<file path="config.mk">
export PLATFORM = sky130hd
export DESIGN_NAME = adaptive_filter
export DESIGN_NICKNAME = d
export VERILOG_FILES = /design/src/rtl/adaptive_filter.sv
export SDC_FILE = /design/constraint.sdc
export NUM_CORES = 1
export LEC_CHECK = 0
export ABC_AREA = 1
export CORE_UTILIZATION = 63
export DETAILED_ROUTE_END_ITERATION = 7
export PLACE_DENSITY = 0.95
export SLEW_MARGIN = 20
export SYNTH_ARGS = -nofsm -noshare
export SYNTH_HDL_FRONTEND = slang
export SYNTH_SLANG_ARGS = --single-unit
</file>
<file path="constraint.sdc">
create_clock -name clk -period 8.6 [get_ports clk]
set_input_delay 0.86 -clock clk [delete_from_list [all_inputs] [get_ports clk]]
set_output_delay 0.86 -clock clk [all_outputs]
set_load 0.1 [all_outputs]
</file>
<file path="src/rtl/adaptive_filter.sv">
// -----------------------------------------------------------------------------
// adaptive_filter
// Streaming first-order filter for the sample-rate datapath. Each accepted
// sample is either differentiated (ctrl=0) or integrated (ctrl=1). Both modes
// compute at WORDLENGTH+1 bits, then clamp or wrap the result back to
// WORDLENGTH bits. Input and output use the same Q format, so the fractional
// point passes through unchanged.
//
// Ports
//   clk       in   1           clock, rising edge
//   arst_n    in   1           asynchronous active-low reset
//   ctrl      in   1           mode: 0 = differentiator, 1 = integrator
//   s_tdata   in   WORDLENGTH  input sample, signed
//   s_tvalid  in   1           input sample valid (no backpressure)
//   m_tdata   out  WORDLENGTH  filtered sample, signed, registered
//   m_tvalid  out  1           output valid, registered
// -----------------------------------------------------------------------------
module adaptive_filter #(
    parameter int WORDLENGTH        = 14,
    parameter int FRACTIONAL_LENGTH = 6,
    parameter bit SATURATE          = 1'b1
) (
    input  logic                  clk,
    input  logic                  arst_n,
    input  logic                  ctrl,
    input  logic [WORDLENGTH-1:0] s_tdata,
    input  logic                  s_tvalid,
    output logic [WORDLENGTH-1:0] m_tdata,
    output logic                  m_tvalid
);

    localparam int W = WORDLENGTH;

    // The fractional length only describes the format. Reject a format that
    // has no room for a sign bit.
    generate
        if (FRACTIONAL_LENGTH >= WORDLENGTH || FRACTIONAL_LENGTH < 0) begin : g_bad_format
            $error("adaptive_filter: FRACTIONAL_LENGTH must be in [0, WORDLENGTH-1]");
        end
    endgenerate

    logic [W-1:0] r_x_prev;
    logic [W-1:0] r_acc;
    logic         r_ctrl_prev;
    logic [W-1:0] r_m_tdata;
    logic         r_m_tvalid;

    logic [W:0]   w_x_ext;
    logic [W:0]   w_prev_ext;
    logic [W:0]   w_acc_ext;
    logic [W:0]   w_wide;
    logic [W-1:0] w_result;

    // Sign-extend to W+1 bits. These sums cannot overflow at that width.
    assign w_x_ext    = {s_tdata[W-1], s_tdata};
    assign w_prev_ext = {r_x_prev[W-1], r_x_prev};

    // A mode change restarts the integrator from zero for that sample.
    // The differentiator always uses the real previous input.
    assign w_acc_ext  = (ctrl != r_ctrl_prev) ? '0 : {r_acc[W-1], r_acc};

    assign w_wide = ctrl ? (w_acc_ext + w_x_ext) : (w_x_ext - w_prev_ext);

    generate
        if (SATURATE) begin : g_sat
            // The two top bits disagree only when the W+1-bit result lies
            // outside the W-bit signed range. The top bit then gives the
            // direction of the overflow.
            always_comb begin
                w_result = w_wide[W-1:0];
                if (w_wide[W] != w_wide[W-1]) begin
                    w_result = w_wide[W] ? {1'b1, {(W-1){1'b0}}}
                                         : {1'b0, {(W-1){1'b1}}};
                end
            end
        end else begin : g_wrap
            assign w_result = w_wide[W-1:0];
        end
    endgenerate

    always_ff @(posedge clk or negedge arst_n) begin
        if (!arst_n) begin
            r_x_prev    <= '0;
            r_acc       <= '0;
            r_ctrl_prev <= 1'b0;
            r_m_tdata   <= '0;
            r_m_tvalid  <= 1'b0;
        end else begin
            r_m_tvalid <= s_tvalid;
            if (s_tvalid) begin
                r_x_prev    <= s_tdata;
                r_ctrl_prev <= ctrl;
                r_m_tdata   <= w_result;
                // The accumulator keeps the clamped value, so it always
                // matches what was put on the output.
                if (ctrl) begin
                    r_acc <= w_result;
                end
            end
        end
    end

    assign m_tdata  = r_m_tdata;
    assign m_tvalid = r_m_tvalid;

endmodule

</file>
==> results of run 1 <==
cell type report:
| cell class | count | area, um2 | area share |
|---|---|---|---|
| Clock inverter | 2 | 12.51 | 0.003095 |
| Multi-Input combinational cell | 433 | 2182 | 0.5398 |
| Inverter | 70 | 262.8 | 0.06500 |
| Sequential cell | 44 | 1101 | 0.2724 |
| Timing Repair Buffer | 33 | 325.3 | 0.08047 |
| Clock buffer | 5 | 68.82 | 0.01702 |
| Tap cell | 72 | 90.09 | 0.02228 |
through the flow:
stage,instances,hold slack [ps]
3_3_place_gp,652,462.3
5_1_grt,659,494.5
6_report,659,482.5
4_1_cts,659,485.6
2_1_floorplan,560,448.8
3_5_place_dp,652,463.9
cells in the final DEF (no fill, tap or decap):
cell	n
sky130_fd_sc_hd__nand3_1	30
sky130_fd_sc_hd__o21ai_0	27
sky130_fd_sc_hd__clkdlybuf4s50_1	31
sky130_fd_sc_hd__clkinvlp_4	1
sky130_fd_sc_hd__xor2_1	3
sky130_fd_sc_hd__clkinv_2	1
sky130_fd_sc_hd__nand2_4	2
sky130_fd_sc_hd__or2_2	2
sky130_fd_sc_hd__clkbuf_8	5
sky130_fd_sc_hd__ha_1	28
sky130_fd_sc_hd__inv_2	2
sky130_fd_sc_hd__and2_1	1
sky130_fd_sc_hd__o21bai_1	3
sky130_fd_sc_hd__and3_1	1
sky130_fd_sc_hd__nand3b_1	3
sky130_fd_sc_hd__a21oi_1	27
sky130_fd_sc_hd__xor2_2	1
sky130_fd_sc_hd__dfrtp_1	44
sky130_fd_sc_hd__nand4_1	3
sky130_fd_sc_hd__fa_1	2
sky130_fd_sc_hd__a31oi_1	1
sky130_fd_sc_hd__buf_4	2
sky130_fd_sc_hd__nand3_2	3
sky130_fd_sc_hd__nand2_2	14
sky130_fd_sc_hd__nor2_1	48
sky130_fd_sc_hd__nor3_2	2
sky130_fd_sc_hd__xnor2_1	4
sky130_fd_sc_hd__inv_1	67
sky130_fd_sc_hd__nand2_1	227
sky130_fd_sc_hd__clkinv_1	1
sky130_fd_sc_hd__or2_0	1
layer usage:
metal,global-route usage,vias to the layer above,share of wire
met5,0,-,0
met1,0.4476,1641,0.46
met3,0.04353,17,0.043
li1,-,1797,-
met2,0.5690,114,0.47
met4,0.1151,0,0.024
kinds of logic (layout without fill, tap and decap cells):
family                     after synthesis  after routing
and+or+nand+nor                        337            337
buffers and inverters                   83            110
AOI/OAI and AO/OA                       58             58
DFF                                     44             44
adders and majority gates               30             30
xor gates and xnor gates                 8              8
how the worst max path moves through the flow:
| stage | depth (start not counted) | endpoint |
|---|---|---|
| 6_report | 19 | r_acc[2] |
| 5_1_grt | 19 | r_acc[4] |
| 4_1_cts | 19 | r_acc[3] |
| 3_5_place_dp | 19 | r_acc[2] |
| 3_3_place_gp | 19 | r_acc[4] |
| 2_1_floorplan | 21 | m_tdata[0] |
sequential cells by signal (all words and copies together), names as in the netlist:
register,cells
r_ctrl_prev,1
r_acc,14
r_x_prev,14
m_tdata,14
m_tvalid,1
critical path, stage by stage:
cell and delay, ps:
sky130_fd_sc_hd__clkdlybuf4s50_1 990, sky130_fd_sc_hd__xor2_2 600, sky130_fd_sc_hd__nor2_1 110, sky130_fd_sc_hd__ha_1 250, sky130_fd_sc_hd__fa_1 390, sky130_fd_sc_hd__nand2_1 130
sky130_fd_sc_hd__nand3_1 80, sky130_fd_sc_hd__nand3b_1 80, sky130_fd_sc_hd__nand2_1 100, sky130_fd_sc_hd__nand2_1 100, sky130_fd_sc_hd__nand2_1 50, sky130_fd_sc_hd__nand2_1 90
sky130_fd_sc_hd__nand2_1 50, sky130_fd_sc_hd__nand2_1 60, sky130_fd_sc_hd__nand2_2 90, sky130_fd_sc_hd__nand2_4 200, sky130_fd_sc_hd__nand2_1 100, sky130_fd_sc_hd__nand3_1 80
sky130_fd_sc_hd__nand2_1 70
power by group through the flow:
stage	sequential (mW)	combinational, mW	clock [mW]
CTS	0.278	0.561	0.133
detailed placement	0.282	0.557	0
floorplan	0.432	0.279	0
finish	0.279	0.565	0.131
global route	0.283	0.622	0.139
global placement	0.281	0.547	0
==> impl_summary.log, run 1 <==
[metrics] top area cells in the synthesized netlist: sky130_fd_sc_hd__dfrtp_1, sky130_fd_sc_hd__nand2_1, sky130_fd_sc_hd__ha_1
[metrics] total of buffers placed on input and output ports: 32
[metrics] Crit path arrival time: 4500 ps
[metrics] slack of the worst reg-to-reg path: 5470 ps
[metrics] static leakage: 2.284 nW
[metrics] pre-CTS WS: 3715 ps
[metrics] fraction of registers with async set/reset: 1.000
[metrics] worst min-delay path class: reg2reg
[metrics] multiplexer fraction of the synthesized cell area: 0
[metrics] Setup crit start: ctrl
[metrics] clock network power share: 0.134
[metrics] origin of the worst min-delay path: m_tdata[5]
[metrics] Longest Clk Path Bufs: 2
[metrics] antenna violations before repair: 0
[metrics] first-pass GRT wire length: 15780 um
[metrics] count of hold-fix buffers inserted at cts: 0
[metrics] worst rel slew slack: 0.3425
[metrics] post-synth top area share: 0.3053
[metrics] Seq/Total Area, Yosys: 0.3053
[metrics] status: complete, no violations
[metrics] Post-synth EDFFs: 0
[metrics] maximum number of pins on one net before global-route repair: 45
[metrics] post-synthesis register bit count: 44
[metrics] fmax: 232.0 MHz
[metrics] top cell type by total area after synthesis: sky130_fd_sc_hd__dfrtp_1
[metrics] Yosys warning total: 0
[metrics] top cells by instance count after synthesis: sky130_fd_sc_hd__nand2_1, sky130_fd_sc_hd__inv_1, sky130_fd_sc_hd__nor2_1
[metrics] dpl cell area: 0.003951 mm2
[metrics] Avg Inst Size Synth: 6.439 um2
[metrics] clock network latency to the later pin of the worst-skew pair: 310 ps
[metrics] GRT Overall Usage: 0.3382
[metrics] drt via density: 5.416
[metrics] fin area: 0.004043 mm2
[metrics] Post-Route WL: 9335 um
[metrics] capturing element type of the critical path: register
[metrics] antenna violation net count after detailed routing: 0
[metrics] WL per Instance: 14.17 um
[metrics] fill count: 454
[metrics] routability congestion estimate: 0.9123
[metrics] final core occ: 0.7342
[metrics] fraction of power spent switching nets: 0.5168
[metrics] post-synthesis compound-gate area fraction: 0.08293
[metrics] data required time at the worst endpoint: 8790 ps
[metrics] post-detailed-placement half-perimeter wirelength: 7139 um
[metrics] peak ir drop on the vdd network: 0.0002288 V
[metrics] gr ovfl total: 0
[metrics] main combinational cell family by area after synthesis: simple AND/OR/NAND/NOR gates
[metrics] Tcrit/Tclk final: 0.5012
[metrics] worst hold stages: 2
[metrics] nature of the critical path startpoint: input port
[metrics] worst-case hold path end point: m_tdata[5]
[metrics] final setup skew: 11.15 ps
[metrics] total power consumption of the routed design: 0.9744 mW
[metrics] number of global-route vias before repair: 3503
[metrics] residual DRC count: 0
[metrics] top-count cell post-synth: sky130_fd_sc_hd__nand2_1
[metrics] setup repair after global routing missed its margin: false
[metrics] Pre-antenna DRT Iters: 5
[metrics] syn_nets: 608
[metrics] initial cell density of the core: 0.6549
[metrics] fraction of layout instances using a drive strength above 1: 0.05963
[metrics] 1st-iter DRT viols: 251
[metrics] PnR worst setup slack: 4290 ps
[metrics] number of clock sinks: 44
[metrics] quantity of gates resized following cts: 0
[metrics] H-tree lvl count: 2
[metrics] vertical extent of the die: 77.66 um
[metrics] Maximum Capacitance Violations: 0
[metrics] number of standard-cell rows in the floorplan: 27
[metrics] critical-path maximum fanout: 19
[metrics] number of buffers inserted by post-CTS setup repair: 0
[metrics] clock transition at the register clock pins on the worst setup and hold paths after CTS: 80 ps
[metrics] count of pins over their slew limit: 0
[metrics] number of CTS-inserted buffers: 5
[metrics] parity-gate share of the synthesized area counting xor and xnor cells: 0.01943
[metrics] Switch Pwr: 0.5036 mW
[metrics] full die area: 0.006030 mm2
[metrics] I/O pin count: 33
[metrics] Internal Power: 0.4708 mW
[metrics] aggregate negative setup slack: 0 ps
[metrics] sequential cell fraction of total power: 0.286
[metrics] cell area power density: 241.0 mW/mm2
[metrics] number of setup violations in the final report: 0
[metrics] measured slew at the worst slew-check pin: 983.2 ps
[metrics] instance count of the mapped netlist: 560
[metrics] Crit Reg-Reg Endpoint: r_acc[2]
[metrics] adder and majority cell fraction of the synthesized area: 0.1083
[metrics] Worst R2R Start: r_ctrl_prev
[metrics] netlist area before placement: 0.003606 mm2
[metrics] predominant post-synthesis flop cell: sky130_fd_sc_hd__dfrtp_1
[metrics] Core ar.: 0.005507 mm2
[metrics] number of distinct library cell variants in the gate-level netlist after synthesis: 28
[metrics] final layout net count: 635
[metrics] Logic pwr share: 0.580
[metrics] total via count after detailed routing: 3569
[metrics] clk root buf: sky130_fd_sc_hd__clkbuf_8
[metrics] number of antenna cells inserted: 0
[metrics] CTS tree: done
[metrics] die boundary width: 77.66 um
[metrics] count of endpoints failing hold in the final timing report: 0
[metrics] Post-Synth Simple-Gate Area: 0.3924
[metrics] final period demand of the worst path: 4310 ps
[metrics] crit path kind: in2reg
[metrics] cell count of the worst reg-to-reg path: 18
[metrics] signed area change from the synthesized netlist to the final layout: 12.11%
Note: power is estimated with default switching activity, not from simulation.
==> inputs of run 2 (changes only) <==
CORE_UTILIZATION = 59   (was 63)
PLACE_DENSITY = 0.93   (was 0.95)
clock period = 4.1 ns   (was 8.6 ns; I/O delays follow)
==> impl_summary.log, run 2 (synthesized netlist as in run 1, its figures left out) <==
[metrics] status: complete, no violations
[metrics] count of hold-fix buffers inserted at cts: 0
[metrics] number of buffers inserted by post-CTS setup repair: 0
[metrics] most crowded layer after global routing: met2
[metrics] total via count after detailed routing: 3476
[metrics] worst min-delay path class: in2async
[metrics] signed area change from the synthesized netlist to the final layout: 13.53%
[metrics] data required time at the worst endpoint: 4290 ps
[metrics] fin area: 0.004094 mm2
[metrics] Crit Reg-Reg Endpoint: m_tdata[2]
[metrics] number of clock sinks: 44
[metrics] critical-path maximum fanout: 14
[metrics] number of CTS-inserted buffers: 5
[metrics] number of antenna cells inserted: 0
[metrics] Tcrit/Tclk final: 0.7491
[metrics] most frequent standard cell in the layout excluding fill and tap cells: sky130_fd_sc_hd__nand2_1
[metrics] Worst R2R Start: r_ctrl_prev
[metrics] dpl cell area: 0.003970 mm2
[metrics] final layout net count: 637
[metrics] capturing element type of the critical path: register
[metrics] number of standard-cell rows in the floorplan: 28
[metrics] Post-Route WL: 8774 um
[metrics] post-detailed-placement half-perimeter wirelength: 6812 um
[metrics] fmax: 325.6 MHz
[metrics] Longest Clk Path Bufs: 2
[metrics] Core ar.: 0.005921 mm2
[metrics] measured slew at the worst slew-check pin: 972.4 ps
[metrics] gr ovfl total: 0
[metrics] static leakage: 2.313 nW
[metrics] count of pins over their slew limit: 0
[metrics] residual DRC count: 0
[metrics] final setup skew: 11.48 ps
[metrics] drt via density: 5.227
[metrics] longest individual stage delay on the worst path: 540 ps
[metrics] cell type group with the largest total delay on the critical path: simple AND/OR/NAND/NOR gates
[metrics] WL per Instance: 13.19 um
[metrics] GRT Overall Usage: 0.2966
[metrics] routability congestion estimate: 0.9553
[metrics] clock network latency to the later pin of the worst-skew pair: 310 ps
[metrics] vertical extent of the die: 80.18 um
[metrics] crit path kind: in2reg
[metrics] met2 usage: 0.5111
[metrics] pre-CTS WS: 747.4 ps
[metrics] PnR worst setup slack: 1029 ps
[metrics] Maximum Capacitance Violations: 0
[metrics] GR Layer Usage met3: 0.03977
[metrics] number of global-route vias before repair: 3136
[metrics] full die area: 0.006428 mm2
[metrics] die boundary width: 80.18 um
[metrics] peak ir drop on the vdd network: 0.0005116 V
[metrics] first-pass GRT wire length: 14480 um
[metrics] H-tree lvl count: 2
[metrics] total of buffers placed on input and output ports: 32
[metrics] clock transition at the register clock pins on the worst setup and hold paths after CTS: 90 ps
[metrics] maximum number of pins on one net before global-route repair: 45
[metrics] I/O pin count: 33
[metrics] initial cell density of the core: 0.6090
[metrics] aggregate negative setup slack: 0 ps
[metrics] Pre-antenna DRT Iters: 5
[metrics] setup repair after global routing missed its margin: false
[metrics] 1st-iter DRT viols: 189
[metrics] fraction of layout instances using a drive strength above 1: 0.06271
[metrics] ordered cell list for the critical path: clkdlybuf4s50_1 -> xor2_1 -> buf_4 -> nor2_1 -> ha_1 -> fa_1 -> nand2_1 -> nand3_1 -> nand3b_1 -> nand2_1 -> nand2_1 -> nand2_1 -> nand2_1 -> nand2_1 -> nand2_1 -> nand2_2 -> nand2_4 -> nand2_1 -> nand3_1 -> nand2_1
[metrics] cell count of the worst reg-to-reg path: 19
[metrics] count of endpoints failing hold in the final timing report: 0
[metrics] quantity of gates resized following cts: 0
[metrics] final period demand of the worst path: 3071 ps
[metrics] worst rel slew slack: 0.3497
[metrics] nature of the critical path startpoint: input port
[metrics] antenna violation net count after detailed routing: 0
[metrics] CP most frequent cell: sky130_fd_sc_hd__nand2_1
[metrics] commonest cells after routing, fill and taps aside: sky130_fd_sc_hd__nand2_1, sky130_fd_sc_hd__inv_1, sky130_fd_sc_hd__nor2_1, sky130_fd_sc_hd__dfrtp_1, sky130_fd_sc_hd__clkdlybuf4s50_1
[metrics] buffers and inverters on the worst path: 2
[metrics] Crit path arrival time: 3260 ps
[metrics] library cell contributing the largest single delay on the critical path: sky130_fd_sc_hd__clkdlybuf4s50_1
[metrics] final core occ: 0.6915
[metrics] CTS tree: done
[metrics] antenna violations before repair: 0
[metrics] slack of the worst reg-to-reg path: 1280 ps
[metrics] cell area power density: 520.0 mW/mm2
[metrics] clk root buf: sky130_fd_sc_hd__clkbuf_8
[metrics] number of setup violations in the final report: 0
[metrics] M1 GR Usage: 0.3860
[run 2: changes by cell type in the layout (fill, tap and decap cells not counted), sizes merged]
cell	previous run	this run
clkinvlp	1	0
buf	2	4
clkbuf	5	6
bufinv	0	1
[run 2: worst max path at each step]
stage / endpoint / depth (start not counted) / slack [ps] / startpoint
global route: r_acc[3] / 20 / 740 / ctrl
detailed placement: m_tdata[4] / 20 / 750 / ctrl
CTS: m_tdata[4] / 20 / 1080 / ctrl
floorplan: m_tdata[0] / 21 / 1100 / ctrl
finish: m_tdata[2] / 20 / 1030 / ctrl
global placement: m_tdata[3] / 20 / 850 / ctrl
[run 2: power breakdown]
group | leakage, nW | switching [mW] | total [mW] | internal (mW)
registers | 0.537 | 0.0534 | 0.586 | 0.533
logic | 1.71 | 0.833 | 1.17 | 0.341
clock network | 0.0614 | 0.168 | 0.368 | 0.200
[run 2: worst reg2reg max path: cells and delay by family, from the launching register on]
kind	cells	cell delay, ps
simple gates	15	1320
flops	1	420
xor+xnor	1	160
buf+inv	1	220
fa+ha+maj	2	600
[run 2: final cells by class]
type	count	area [um2]
repair buffers	35	340.3
clock inverters	2	38.79
multi-input cells	433	2175
flip-flops and latches	44	1101
well taps	75	93.84
fillers	525	1827
clock buffers	6	82.58
inverters	70	262.8
[run 2: through the flow]
| stage | hold slack [ps] | total power, mW | instances |
|---|---|---|---|
| final | 90.49 | 2.129 | 665 |
| after global routing | 130.1 | 2.277 | 665 |
| after CTS | 303.2 | 2.128 | 665 |
| after detailed placement | 463.6 | 1.755 | 657 |
| after global placement | 463.7 | 1.728 | 657 |
| after floorplan | 114.4 | 1.491 | 560 |
[run 2: layer usage]
layer,wire [um],share of wire
met5,0,0
met4,178,0.020
met3,335,0.038
met2,4184,0.48
met1,4076,0.46
